`src/rtl/uart_motion_controller_if.sv`:
```
// Byte handshake bundle between the UART receiver/transmitter and the motion controller.
// The controller takes the slave side: it consumes rx bytes and produces echo bytes.
interface uart_motion_controller_if;
    logic [7:0] rx_data;
    logic       rx_valid;
    logic       rx_ready;
    logic [7:0] tx_data;
    logic       tx_valid;
    logic       tx_ready;

    modport master (
        output rx_data,
        output rx_valid,
        output tx_ready,
        input  rx_ready,
        input  tx_data,
        input  tx_valid
    );

    modport slave (
        input  rx_data,
        input  rx_valid,
        input  tx_ready,
        output rx_ready,
        output tx_data,
        output tx_valid
    );
endinterface

```
`src/rtl/uart_motion_controller.sv`:
```
// Keyboard-to-motion controller: echoes every accepted byte, decodes single-key and ANSI
// arrow-key commands, and keeps clamped signed X/Y offsets for NUM_CH movable objects.
module uart_motion_controller #(
    parameter int unsigned NUM_CH    = 4,
    parameter int unsigned OFF_WIDTH = 12,
    parameter int unsigned STEP_INIT = 5,
    parameter int unsigned STEP_MAX  = 64,
    parameter int unsigned X_LIMIT   = 800,
    parameter int unsigned Y_LIMIT   = 600
) (
    input  logic                          clk,
    input  logic                          rst,
    uart_motion_controller_if.slave       bus,
    output logic [NUM_CH*OFF_WIDTH-1:0]   x_off,
    output logic [NUM_CH*OFF_WIDTH-1:0]   y_off,
    output logic [2:0]                    sel,
    output logic [7:0]                    step,
    output logic [3:0]                    key_event
);

    typedef enum logic [1:0] {StIdle, StEsc, StCsi} state_t;

    localparam logic signed [OFF_WIDTH:0] XLim     = (OFF_WIDTH + 1)'(X_LIMIT);
    localparam logic signed [OFF_WIDTH:0] YLim     = (OFF_WIDTH + 1)'(Y_LIMIT);
    localparam logic [8:0]                StepMax9 = 9'(STEP_MAX);
    localparam logic [7:0]                StepMax8 = 8'(STEP_MAX);
    localparam logic [7:0]                StepInit = 8'(STEP_INIT);

    // Direction one-hot layout, shared with key_event: {up, down, left, right}
    localparam logic [3:0] DirUp    = 4'b1000;
    localparam logic [3:0] DirDown  = 4'b0100;
    localparam logic [3:0] DirLeft  = 4'b0010;
    localparam logic [3:0] DirRight = 4'b0001;

    state_t state_q, state_d;

    logic [7:0] tx_data_q;
    logic       tx_valid_q;
    logic       rx_ready_w;
    logic       fire;

    logic signed [OFF_WIDTH-1:0] x_q [NUM_CH];
    logic signed [OFF_WIDTH-1:0] x_d [NUM_CH];
    logic signed [OFF_WIDTH-1:0] y_q [NUM_CH];
    logic signed [OFF_WIDTH-1:0] y_d [NUM_CH];

    logic [2:0] sel_q, sel_d;
    logic [7:0] step_q, step_d;
    logic [3:0] key_event_q, key_event_d;

    // Decoded command strobes, valid only in the fire cycle
    logic [3:0] mv;
    logic       sel_load;
    logic       step_inc;
    logic       step_dec;
    logic       clr_one;
    logic       clr_all;

    logic [8:0] step_dbl;
    logic [7:0] step_half;

    // Add or subtract the step with one guard bit, then clamp to +/-lim; never wraps.
    function automatic logic signed [OFF_WIDTH-1:0] move_clamp(
        input logic signed [OFF_WIDTH-1:0] cur,
        input logic                        subtract,
        input logic [7:0]                  amt,
        input logic signed [OFF_WIDTH:0]   lim
    );
        logic signed [OFF_WIDTH:0] wide;
        logic signed [OFF_WIDTH:0] delta;
        logic signed [OFF_WIDTH:0] sum;
        logic signed [OFF_WIDTH:0] neg_lim;
        wide    = {cur[OFF_WIDTH-1], cur};
        delta   = $signed({{(OFF_WIDTH - 7){1'b0}}, amt});
        neg_lim = -lim;
        sum     = subtract ? (wide - delta) : (wide + delta);
        if (sum > lim) begin
            sum = lim;
        end else if (sum < neg_lim) begin
            sum = neg_lim;
        end
        return sum[OFF_WIDTH-1:0];
    endfunction

    assign rx_ready_w   = ~tx_valid_q | bus.tx_ready;
    assign fire         = bus.rx_valid & rx_ready_w;
    assign bus.rx_ready = rx_ready_w;
    assign bus.tx_data  = tx_data_q;
    assign bus.tx_valid = tx_valid_q;

    assign sel       = sel_q;
    assign step      = step_q;
    assign key_event = key_event_q;

    for (genvar k = 0; k < NUM_CH; k++) begin : g_pack
        assign x_off[k*OFF_WIDTH +: OFF_WIDTH] = x_q[k];
        assign y_off[k*OFF_WIDTH +: OFF_WIDTH] = y_q[k];
    end

    // Echo register: accept when empty or draining; a same-cycle fire replaces the old byte.
    always_ff @(posedge clk) begin
        if (rst) begin
            tx_data_q  <= 8'h00;
            tx_valid_q <= 1'b0;
        end else if (fire) begin
            tx_data_q  <= bus.rx_data;
            tx_valid_q <= 1'b1;
        end else if (bus.tx_ready) begin
            tx_valid_q <= 1'b0;
        end
    end

    // Decode FSM next state and command strobes; nothing happens without a fire.
    always_comb begin
        state_d  = state_q;
        mv       = 4'b0000;
        sel_load = 1'b0;
        step_inc = 1'b0;
        step_dec = 1'b0;
        clr_one  = 1'b0;
        clr_all  = 1'b0;
        if (fire) begin
            case (state_q)
                StIdle: begin
                    case (bus.rx_data)
                        8'h1B: state_d  = StEsc;
                        8'h77: mv       = DirUp;
                        8'h73: mv       = DirDown;
                        8'h61: mv       = DirLeft;
                        8'h64: mv       = DirRight;
                        8'h30, 8'h31, 8'h32, 8'h33,
                        8'h34, 8'h35, 8'h36, 8'h37:
                               sel_load = (32'(bus.rx_data[2:0]) < NUM_CH);
                        8'h2B: step_inc = 1'b1;
                        8'h2D: step_dec = 1'b1;
                        8'h72: clr_one  = 1'b1;
                        8'h52: clr_all  = 1'b1;
                        default: ;
                    endcase
                end
                StEsc: begin
                    state_d = (bus.rx_data == 8'h5B) ? StCsi : StIdle;
                end
                StCsi: begin
                    state_d = StIdle;
                    case (bus.rx_data)
                        8'h41:   mv = DirUp;
                        8'h42:   mv = DirDown;
                        8'h43:   mv = DirRight;
                        8'h44:   mv = DirLeft;
                        default: ;
                    endcase
                end
                default: state_d = StIdle;
            endcase
        end
    end

    // Channel select, step size and last-direction next state.
    always_comb begin
        sel_d       = sel_q;
        step_d      = step_q;
        key_event_d = key_event_q;
        step_dbl    = {step_q, 1'b0};
        step_half   = step_q >> 1;
        if (sel_load) begin
            sel_d = bus.rx_data[2:0];
        end
        if (step_inc) begin
            step_d = (step_dbl > StepMax9) ? StepMax8 : step_dbl[7:0];
        end else if (step_dec) begin
            step_d = (step_half == 8'd0) ? 8'd1 : step_half;
        end
        if (|mv) begin
            key_event_d = mv;
        end
    end

    // Offset next state: clears take priority, moves touch only the selected channel.
    always_comb begin
        for (int unsigned k = 0; k < NUM_CH; k++) begin
            x_d[k] = x_q[k];
            y_d[k] = y_q[k];
            if (clr_all || (clr_one && (32'(sel_q) == k))) begin
                x_d[k] = '0;
                y_d[k] = '0;
            end else if (32'(sel_q) == k) begin
                if (mv[1]) x_d[k] = move_clamp(x_q[k], 1'b1, step_q, XLim);
                if (mv[0]) x_d[k] = move_clamp(x_q[k], 1'b0, step_q, XLim);
                if (mv[3]) y_d[k] = move_clamp(y_q[k], 1'b1, step_q, YLim);
                if (mv[2]) y_d[k] = move_clamp(y_q[k], 1'b0, step_q, YLim);
            end
        end
    end

    // Controller state registers.
    always_ff @(posedge clk) begin
        if (rst) begin
            state_q     <= StIdle;
            sel_q       <= 3'd0;
            step_q      <= StepInit;
            key_event_q <= 4'b0000;
            for (int unsigned k = 0; k < NUM_CH; k++) begin
                x_q[k] <= '0;
                y_q[k] <= '0;
            end
        end else begin
            state_q     <= state_d;
            sel_q       <= sel_d;
            step_q      <= step_d;
            key_event_q <= key_event_d;
            for (int unsigned k = 0; k < NUM_CH; k++) begin
                x_q[k] <= x_d[k];
                y_q[k] <= y_d[k];
            end
        end
    end

endmodule

```
`src/flat_wrapper.sv`:
```
// flat-port wrapper written by rule: the top's interface ports become plain ports
module uart_motion_controller_flat 
#(
    parameter int unsigned NUM_CH    = 4,
    parameter int unsigned OFF_WIDTH = 12,
    parameter int unsigned STEP_INIT = 5,
    parameter int unsigned STEP_MAX  = 64,
    parameter int unsigned X_LIMIT   = 800,
    parameter int unsigned Y_LIMIT   = 600
)
  (clk, rst, x_off, y_off, sel, step, key_event, bus_rx_data, bus_rx_valid, bus_tx_ready, bus_rx_ready, bus_tx_data, bus_tx_valid);
  uart_motion_controller_if bus_i ();
  input  logic clk;
  input  logic rst;
  output logic [NUM_CH*OFF_WIDTH-1:0] x_off;
  output logic [NUM_CH*OFF_WIDTH-1:0] y_off;
  output logic [2:0] sel;
  output logic [7:0] step;
  output logic [3:0] key_event;
  input wire logic [$bits(bus_i.rx_data)-1:0] bus_rx_data;
  input wire logic [$bits(bus_i.rx_valid)-1:0] bus_rx_valid;
  input wire logic [$bits(bus_i.tx_ready)-1:0] bus_tx_ready;
  output wire logic [$bits(bus_i.rx_ready)-1:0] bus_rx_ready;
  output wire logic [$bits(bus_i.tx_data)-1:0] bus_tx_data;
  output wire logic [$bits(bus_i.tx_valid)-1:0] bus_tx_valid;
  assign bus_i.rx_data = bus_rx_data;
  assign bus_i.rx_valid = bus_rx_valid;
  assign bus_i.tx_ready = bus_tx_ready;
  assign bus_rx_ready = bus_i.rx_ready;
  assign bus_tx_data = bus_i.tx_data;
  assign bus_tx_valid = bus_i.tx_valid;
  uart_motion_controller #(.NUM_CH(NUM_CH), .OFF_WIDTH(OFF_WIDTH), .STEP_INIT(STEP_INIT), .STEP_MAX(STEP_MAX), .X_LIMIT(X_LIMIT), .Y_LIMIT(Y_LIMIT)) u_core (.clk(clk), .rst(rst), .bus(bus_i), .x_off(x_off), .y_off(y_off), .sel(sel), .step(step), .key_event(key_event));
endmodule
```
`config.mk`:
```
export PLATFORM = sky130hd
export DESIGN_NAME = uart_motion_controller_flat
export DESIGN_NICKNAME = d
export VERILOG_FILES = /design/src/rtl/uart_motion_controller_if.sv /design/src/rtl/uart_motion_controller.sv /design/src/flat_wrapper.sv
export SDC_FILE = /design/constraint.sdc
export NUM_CORES = 1
export LEC_CHECK = 0
export ABC_CLOCK_PERIOD_IN_PS = 7300
export CAP_MARGIN = 40
export CORE_ASPECT_RATIO = 0.7
export CORE_MARGIN = 4
export CORE_UTILIZATION = 45
export DETAILED_ROUTE_END_ITERATION = 8
export HOLD_SLACK_MARGIN = 0.03
export PLACE_DENSITY_LB_ADDON = 0.1
export REMOVE_ABC_BUFFERS = 1
export SLEW_MARGIN = 20
export SYNTH_ARGS = -nofsm -noshare
export SYNTH_HDL_FRONTEND = slang
export SYNTH_SLANG_ARGS = --single-unit
export TNS_END_PERCENT = 10
```
`constraint.sdc`:
```
create_clock -name clk -period 7.3 [get_ports clk]
set_input_delay 1.46 -clock clk [delete_from_list [all_inputs] [get_ports clk]]
set_output_delay 1.46 -clock clk [all_outputs]
set_load 0.1 [all_outputs]
```
==> out/metrics.cfg, run 1 <==
[outcome]
status = finished, final reports clean

[finish]
mostFrequentLayoutCell = nor2_1
fin_nets = 2338
final_cell_mix = nor2_1, a21oi_1, nand2_1, clkdlybuf4s50_1
drive_gt1_share_pct = 11.7
area_growth_pct = 28.4

[clock_tree]
htree_levels = 4
cts_hold_buf = 0
clk_pin_slew_worst_paths_ns = 0.06
cts_tree = done
cts_setup_buffers = 0
root_buffer = clkbuf_16
numCtsBuffers = 17
clockBufferDepth = 2
cts_sinks = 122
clock_latency_ns = 0.43
ctsResizeCount = 0

[timing]
whs_ns = 0.463
skew_ns = 0.0119
tns_ns = 0
maxSlewViolCount = 0
hold_viol = 0
relSlewSlack_pct = 37.0
setup_viol_count_final = 0
fmax_ghz = 0.204
fin_crit_ns = 4.91
worst-slew-pin-transition_ns = 0.942
fin_crit_sh_pct = 67.2
rsz0062_at_grt = false
worst_slack_ns = 2.39

[detailed_routing]
ant_nets = 0
vias = 16200
viasPerCell = 6.18
first_iter_violations = 1702
drc = 0
drt-total-wl_um = 53300
drt-pass1-iter-count = 6
wl_per_cell_um = 20.3

[worst_setup_path]
crit_type = in2reg
cp.arrival_ns = 5.22
cpMaxStageDelayCell = or4b_1
crit_chain = clkdlybuf4s50_1 -> nand2b_1 -> nand2_1 -> or4b_1 -> nor4_1 -> nand2_1 -> o21ai_2 -> nor2_1 -> nand2_1 -> a21oi_1 -> a211o_1
crit_fanout = 13
cpLargestDelayFamily = simple AND/OR/NAND/NOR gates
crit_top_cell = nand2_1
regToRegSetupSlack_ns = 3.14
path_buf_inv = 1
end_kind = flip-flop
critPathRequiredTime_ns = 7.61
startpoint_type = primary input
slowest_delay_ns = 0.65

[synth]
synth_cell_types = 112
synth_edf_count = 0
synthesis.instances = 1985
synth_top_family_by_area = compound AO/OA/AOI/OAI gates
synthFlopType = dfxtp_1
synth.largest_area_cell = dfxtp_1
synth_top_area_share_pct = 16.5
synth_xor_area_share_pct = 6.17
synth-simple-area-share_pct = 22.8
ys_ff_latch = 122
muxShareOfSynthArea_pct = 0.551
synth_area_leaders = dfxtp_1, ha_1, a21oi_1
syn_area_mm2 = 0.0148
ys_warn_count = 0
ys_seq_area_share_pct = 16.5
ys_async_sr_fraction_pct = 0
synth_fa_ha_area_share_pct = 13.1
avgSynthCellArea_um2 = 7.44
synth_compound_area_share_pct = 35.2

[pwr]
p_total_mw = 1.74
peakVddDrop_mv = 0.137
power_density_mw_per_mm2 = 91.9
p_leak_nw = 7.65

[floorplan]
core-area_mm2 = 0.0323
ios = 133
rows = 55
die_x_um = 225
floorplan.initialDensity_pct = 45.7
dieArea_mm2 = 0.0358
die_h_um = 160

[placement]
io_buffers = 132
dpl.hpwl_um = 40300
place.gp.congestion = 0.937
pre_cts_slack_ns = 1.95

[global_route]
gr-usage-all-layers_pct = 28.6
grt_pass1_vias = 14800
grt_max_degree = 29
grt_pass1_wl_um = 83400
grt_overflow_total = 0
antenna_found_initial = 4

[job]
maxCapViolCount = 0

[hold_path]
hold_class = reg2reg

-- layer usage --
metal	wire (µm)	vias up	global-route usage [%]	share of wire [%]
li1	-	7741	-	-
met1	24200	7641	41.9	45
met2	22500	737	42.5	42
met3	4880	109	5.12	9.1
met4	1730	0	8.91	3.2
met5	0	-	0	0
-- worst min-delay path, stage by stage, from the launching register on --
cell and delay (ns):
dfxtp_1 0.31, nand2_1 0.05, a21oi_1 0.05
-- where the power goes --
group	internal (mW)	total, mW	switching (mW)	leakage [nW]
Clock	0.612	0.944	0.332	0.302
Combinational	0.0426	0.124	0.0809	6.36
Sequential	0.670	0.674	0.00467	0.984
-- kinds of logic (layout without fill, tap and decap cells) --
logic type | after synthesis | count (layout)
DFF | 122 | 122
other | 0 | 4
AOI/OAI and AO/OA | 720 | 720
buffers and inverters | 203 | 411
xor gates and xnor gates | 104 | 104
adders and majority gates | 145 | 145
and+or+nand+nor | 683 | 683
muxes | 8 | 8
-- state kept, by name, indices dropped and copies added, names as in the netlist --
signal and flops:
u_core.bus.tx_data 8, u_core.bus.tx_valid 1, u_core.key_event 4, u_core.sel 3, u_core.step 8, u_core.state_q 2, u_core.x_q 48, u_core.y_q 48
-- cell usage after synthesis, types with 7 or more instances --
cell type,instances
nor2_1,210
a21oi_1,165
nand2_1,138
o21ai_0,129
ha_1,128
dfxtp_1,122
inv_1,105
xnor2_1,72
nor3_1,62
clkbuf_1,58
nand3_1,48
o21a_1,45
nand2b_1,43
nor2b_1,38
xor2_1,32
a211oi_1,29
a31oi_1,29
a21o_1,26
or3_1,26
buf_2,23
o211ai_1,22
o31ai_1,22
and3_1,21
o21bai_1,20
fa_1,16
and2_1,15
o31a_1,15
o311a_1,12
a211o_1,11
a22oi_1,11
nand3b_1,11
nor4_1,11
o221ai_1,11
nor3b_1,10
o2111ai_1,9
or2_2,9
a221oi_1,8
a311oi_1,8
a211oi_2,7
a21boi_0,7
a2bb2oi_1,7
buf_4,7
mux2i_1,7
o22ai_1,7
-- path summary, 6_finish.rpt --
check                           depth (start not counted)                    end                   from
worst min register to register                          2  u_core.bus.tx_data[0]  u_core.bus.tx_data[0]
worst max-delay path                                   11       u_core.y_q[3][2]           bus_tx_ready
worst min-delay path                                    2  u_core.bus.tx_data[0]  u_core.bus.tx_data[0]
worst max register to register                         13      u_core.x_q[0][24]         u_core.step[1]
-- layout make-up --
cell class / count / area [µm²]
diodes: 4 / 10.0
clock buffers: 19 / 443
clock inverters: 11 / 195
fillers: 2908 / 13400
inverters: 107 / 402
multi-input cells: 1660 / 11500
flip-flops and latches: 122 / 2440
well taps: 427 / 534
repair buffers: 274 / 3430
-- per-stage QoR --
stage	cells	cell area (µm²)	util, %
4_1_cts	2616	18900	58.4
5_1_grt	2624	19000	58.6
3_3_place_gp	2461	16300	50.4
6_report	2624	19000	58.6
3_5_place_dp	2586	18300	56.4
2_1_floorplan	1889	14300	-
Power figures use the tool's default switching activity.
==> inputs of run 2 (changes only) <==
Settings changed: ABC_CLOCK_PERIOD_IN_PS 7300 to 4890.
Clock period 7.3 ns to 4.89 ns, I/O delays scaled along.
==> run 2 against run 1 <==
Global-route usage increased by 0.63 points. Total power grew 46%. Clock skew up 0.00077 ns. Setup slack got worse by 1.8 ns. Sequential cell count unchanged. Critical endpoint is now u_core.x_q[0][14]. Highest routed layer unchanged.
==> out/metrics.cfg, run 2 (synthesized netlist as in run 1, its figures left out) <==
[worst_setup_path]
crit_top_cell = o21ba_2  ; was nand2_1
worstRegToRegCells = 13  ; unchanged
cpMaxStageDelayCell = dfxtp_1  ; was or4b_1
crit_start = u_core.step[0]  ; was bus_tx_ready
cp.arrival_ns = 4.60  ; was 5.22 ns
r2r_start = u_core.step[0]  ; was u_core.step[1]
critPathRequiredTime_ns = 5.21  ; was 7.61 ns
startpoint_type = flip-flop  ; was primary input
end_kind = flip-flop  ; unchanged
regToRegSetupSlack_ns = 0.60  ; was 3.14 ns
crit_type = reg2reg  ; was in2reg
crit_chain = ha_1 -> inv_1 -> fa_1 -> o21ba_2 -> o21ba_2 -> mux2_1 -> nor4_1 -> or3_1 -> a32o_1 -> and2_1 -> a211oi_1 -> a2111oi_0 -> nor2_1  ; was clkdlybuf4s50_1 -> nand2b_1 -> nand2_1 -> or4b_1 -> nor4_1 -> nand2_1 -> o21ai_2 -> nor2_1 -> nand2_1 -> a21oi_1 -> a211o_1
worst_r2r_endpoint = u_core.x_q[0][14]  ; was u_core.x_q[0][24]
slowest_delay_ns = 0.76  ; was 0.65 ns
crit_path_end = u_core.x_q[0][14]  ; was u_core.y_q[3][2]
crit_fanout = 13  ; unchanged

[detailed_routing]
vias = 16300  ; was 16.2k
drt-pass1-iter-count = 5  ; was 6
drt-total-wl_um = 53900  ; was 53300 µm
first_iter_violations = 1718  ; was 1702
wl_per_cell_um = 20.4  ; was 20.3 µm
viasPerCell = 6.17  ; was 6.18
drc = 0  ; unchanged
ant_nets = 0  ; unchanged

[global_route]
grt_overflow_total = 0  ; unchanged
grt_pass1_vias = 15200  ; was 14.8k
gr-usage-all-layers_pct = 29.2  ; was 28.6%
grt_max_degree = 29  ; unchanged
grt_pass1_wl_um = 85200  ; was 83400 µm
antenna_found_initial = 3  ; was 4

[timing]
tns_ns = 0  ; unchanged
relSlewSlack_pct = 44.4  ; was 37.0%
setup_viol_count_final = 0  ; unchanged
rsz0062_at_grt = false  ; unchanged
maxSlewViolCount = 0  ; unchanged
worst_slack_ns = 0.602  ; was 2.39 ns
fin_crit_ns = 4.29
skew_ns = 0.0126  ; was 0.0119 ns
fin_crit_sh_pct = 87.7
hold_viol = 0  ; unchanged
worst-slew-pin-transition_ns = 0.821  ; was 0.942 ns
fmax_ghz = 0.233

[clock_tree]
cts_hold_buf = 0  ; unchanged
clockBufferDepth = 2  ; unchanged
ctsResizeCount = 0  ; unchanged
cts_tree = done  ; unchanged
cts_sinks = 122  ; unchanged
cts_setup_buffers = 0  ; unchanged
htree_levels = 4  ; unchanged
clk_pin_slew_worst_paths_ns = 0.07  ; was 0.06 ns
numCtsBuffers = 17  ; unchanged
clock_latency_ns = 0.44  ; was 0.43 ns
root_buffer = clkbuf_16  ; unchanged

[finish]
final_cells = 2643  ; was 2624
reg_top3 = u_core.x_q: 48 flops, u_core.y_q: 48 flops  ; unchanged
mostFrequentLayoutCell = nor2_1  ; unchanged
area_growth_pct = 28.9  ; was 28.4%
final_cell_mix = nor2_1, a21oi_1, nand2_1, clkdlybuf4s50_1  ; unchanged
nFillCells = 2902  ; was 2908
drive_gt1_share_pct = 12.4  ; was 11.7%
stdcell_area_mm2 = 0.0190  ; about the same
fin_nets = 2356  ; was 2338

[job]
maxCapViolCount = 0  ; unchanged

[floorplan]
dieArea_mm2 = 0.0358  ; unchanged
rows = 55  ; unchanged
floorplan.initialDensity_pct = 45.7  ; unchanged
die_h_um = 160  ; unchanged
ios = 133  ; unchanged
core-area_mm2 = 0.0323  ; unchanged
die_x_um = 225  ; unchanged

[outcome]
status = finished, final reports clean  ; unchanged

[pwr]
peakVddDrop_mv = 0.222  ; was 0.137 mV
p_total_mw = 2.54  ; was 1.74 mW
power_density_mw_per_mm2 = 133  ; was 91.9 mW/mm²
p_leak_nw = 7.71  ; was 7.65 nW

[placement]
place.gp.congestion = 0.918  ; was 0.937
dp_cells = 2607  ; was 2586
pre_cts_slack_ns = 0.688  ; was 1.95 ns
place_area_mm2 = 0.0184  ; was 0.0183 mm²
dpl.hpwl_um = 41300  ; was 40300 µm
io_buffers = 132  ; unchanged

[hold_path]
hold_class = reg2reg  ; unchanged

-- run 2: changes by cell type in the layout (fill, tap and decap cells not counted), moves of 2 or more --
cell	change
bufinv_16	-2
buf_8	-4
clkinv_2	+2
buf_4	+24
-- run 2: routing by layer --
metal	GRT usage, %	up-vias	share of wire [%]
met5	0	-	0
met2	42.5	767	42
met1	42.3	7650	46
li1	-	7781	-
met4	10.2	0	3.3
met3	6.47	105	8.8
-- run 2: power by group --
part | internal, mW | leakage, nW | switching, mW
clock | 0.827 | 0.289 | 0.514
combinational | 0.0655 | 6.44 | 0.124
sequential | 0.999 | 0.984 | 0.00595
total | 1.89 | 7.71 | 0.644
-- run 2: stage by stage --
step	util, %	hold WS (ns)
6_report	58.9	0.460
5_1_grt	58.9	0.498
4_1_cts	58.8	0.459
3_5_place_dp	56.9	0.450
3_3_place_gp	50.9	0.449
2_1_floorplan	-	0.468
-- run 2: layout make-up --
cell class,instances,area [µm²],area share [%]
antenna,3,7.51,0.0394
clock buffer,21,460,2.42
clock inverter,11,145,0.762
inverter,107,402,2.11
multi-input combinational,1660,11500,60.4
sequential,122,2440,12.8
tap,427,534,2.81
timing repair buffer,292,3550,18.7
-- run 2: worst max-delay path, delay by kind of cell (launching register included) --
kind / cells / cell delay [ns]
AND/OR/NAND/NOR: 4 / 1.17
AO/OA/AOI/OAI: 5 / 1.16
flip-flops: 1 / 0.76
adder cells (fa/ha/maj): 2 / 0.70
multiplexers: 1 / 0.32
buffers and inverters: 1 / 0.06
-- run 2: worst min-delay path by stage --
stage / from / slack, ns / cells after the start / to
floorplan: u_core.state_q[1] / 0.47 / 2 / u_core.state_q[1]
global placement: u_core.bus.tx_data[1] / 0.45 / 2 / u_core.bus.tx_data[1]
detailed placement: u_core.bus.tx_data[1] / 0.45 / 2 / u_core.bus.tx_data[1]
CTS: u_core.bus.tx_data[1] / 0.46 / 2 / u_core.bus.tx_data[1]
global route: u_core.bus.tx_data[1] / 0.50 / 2 / u_core.bus.tx_data[1]
finish: u_core.bus.tx_data[1] / 0.46 / 2 / u_core.bus.tx_data[1]
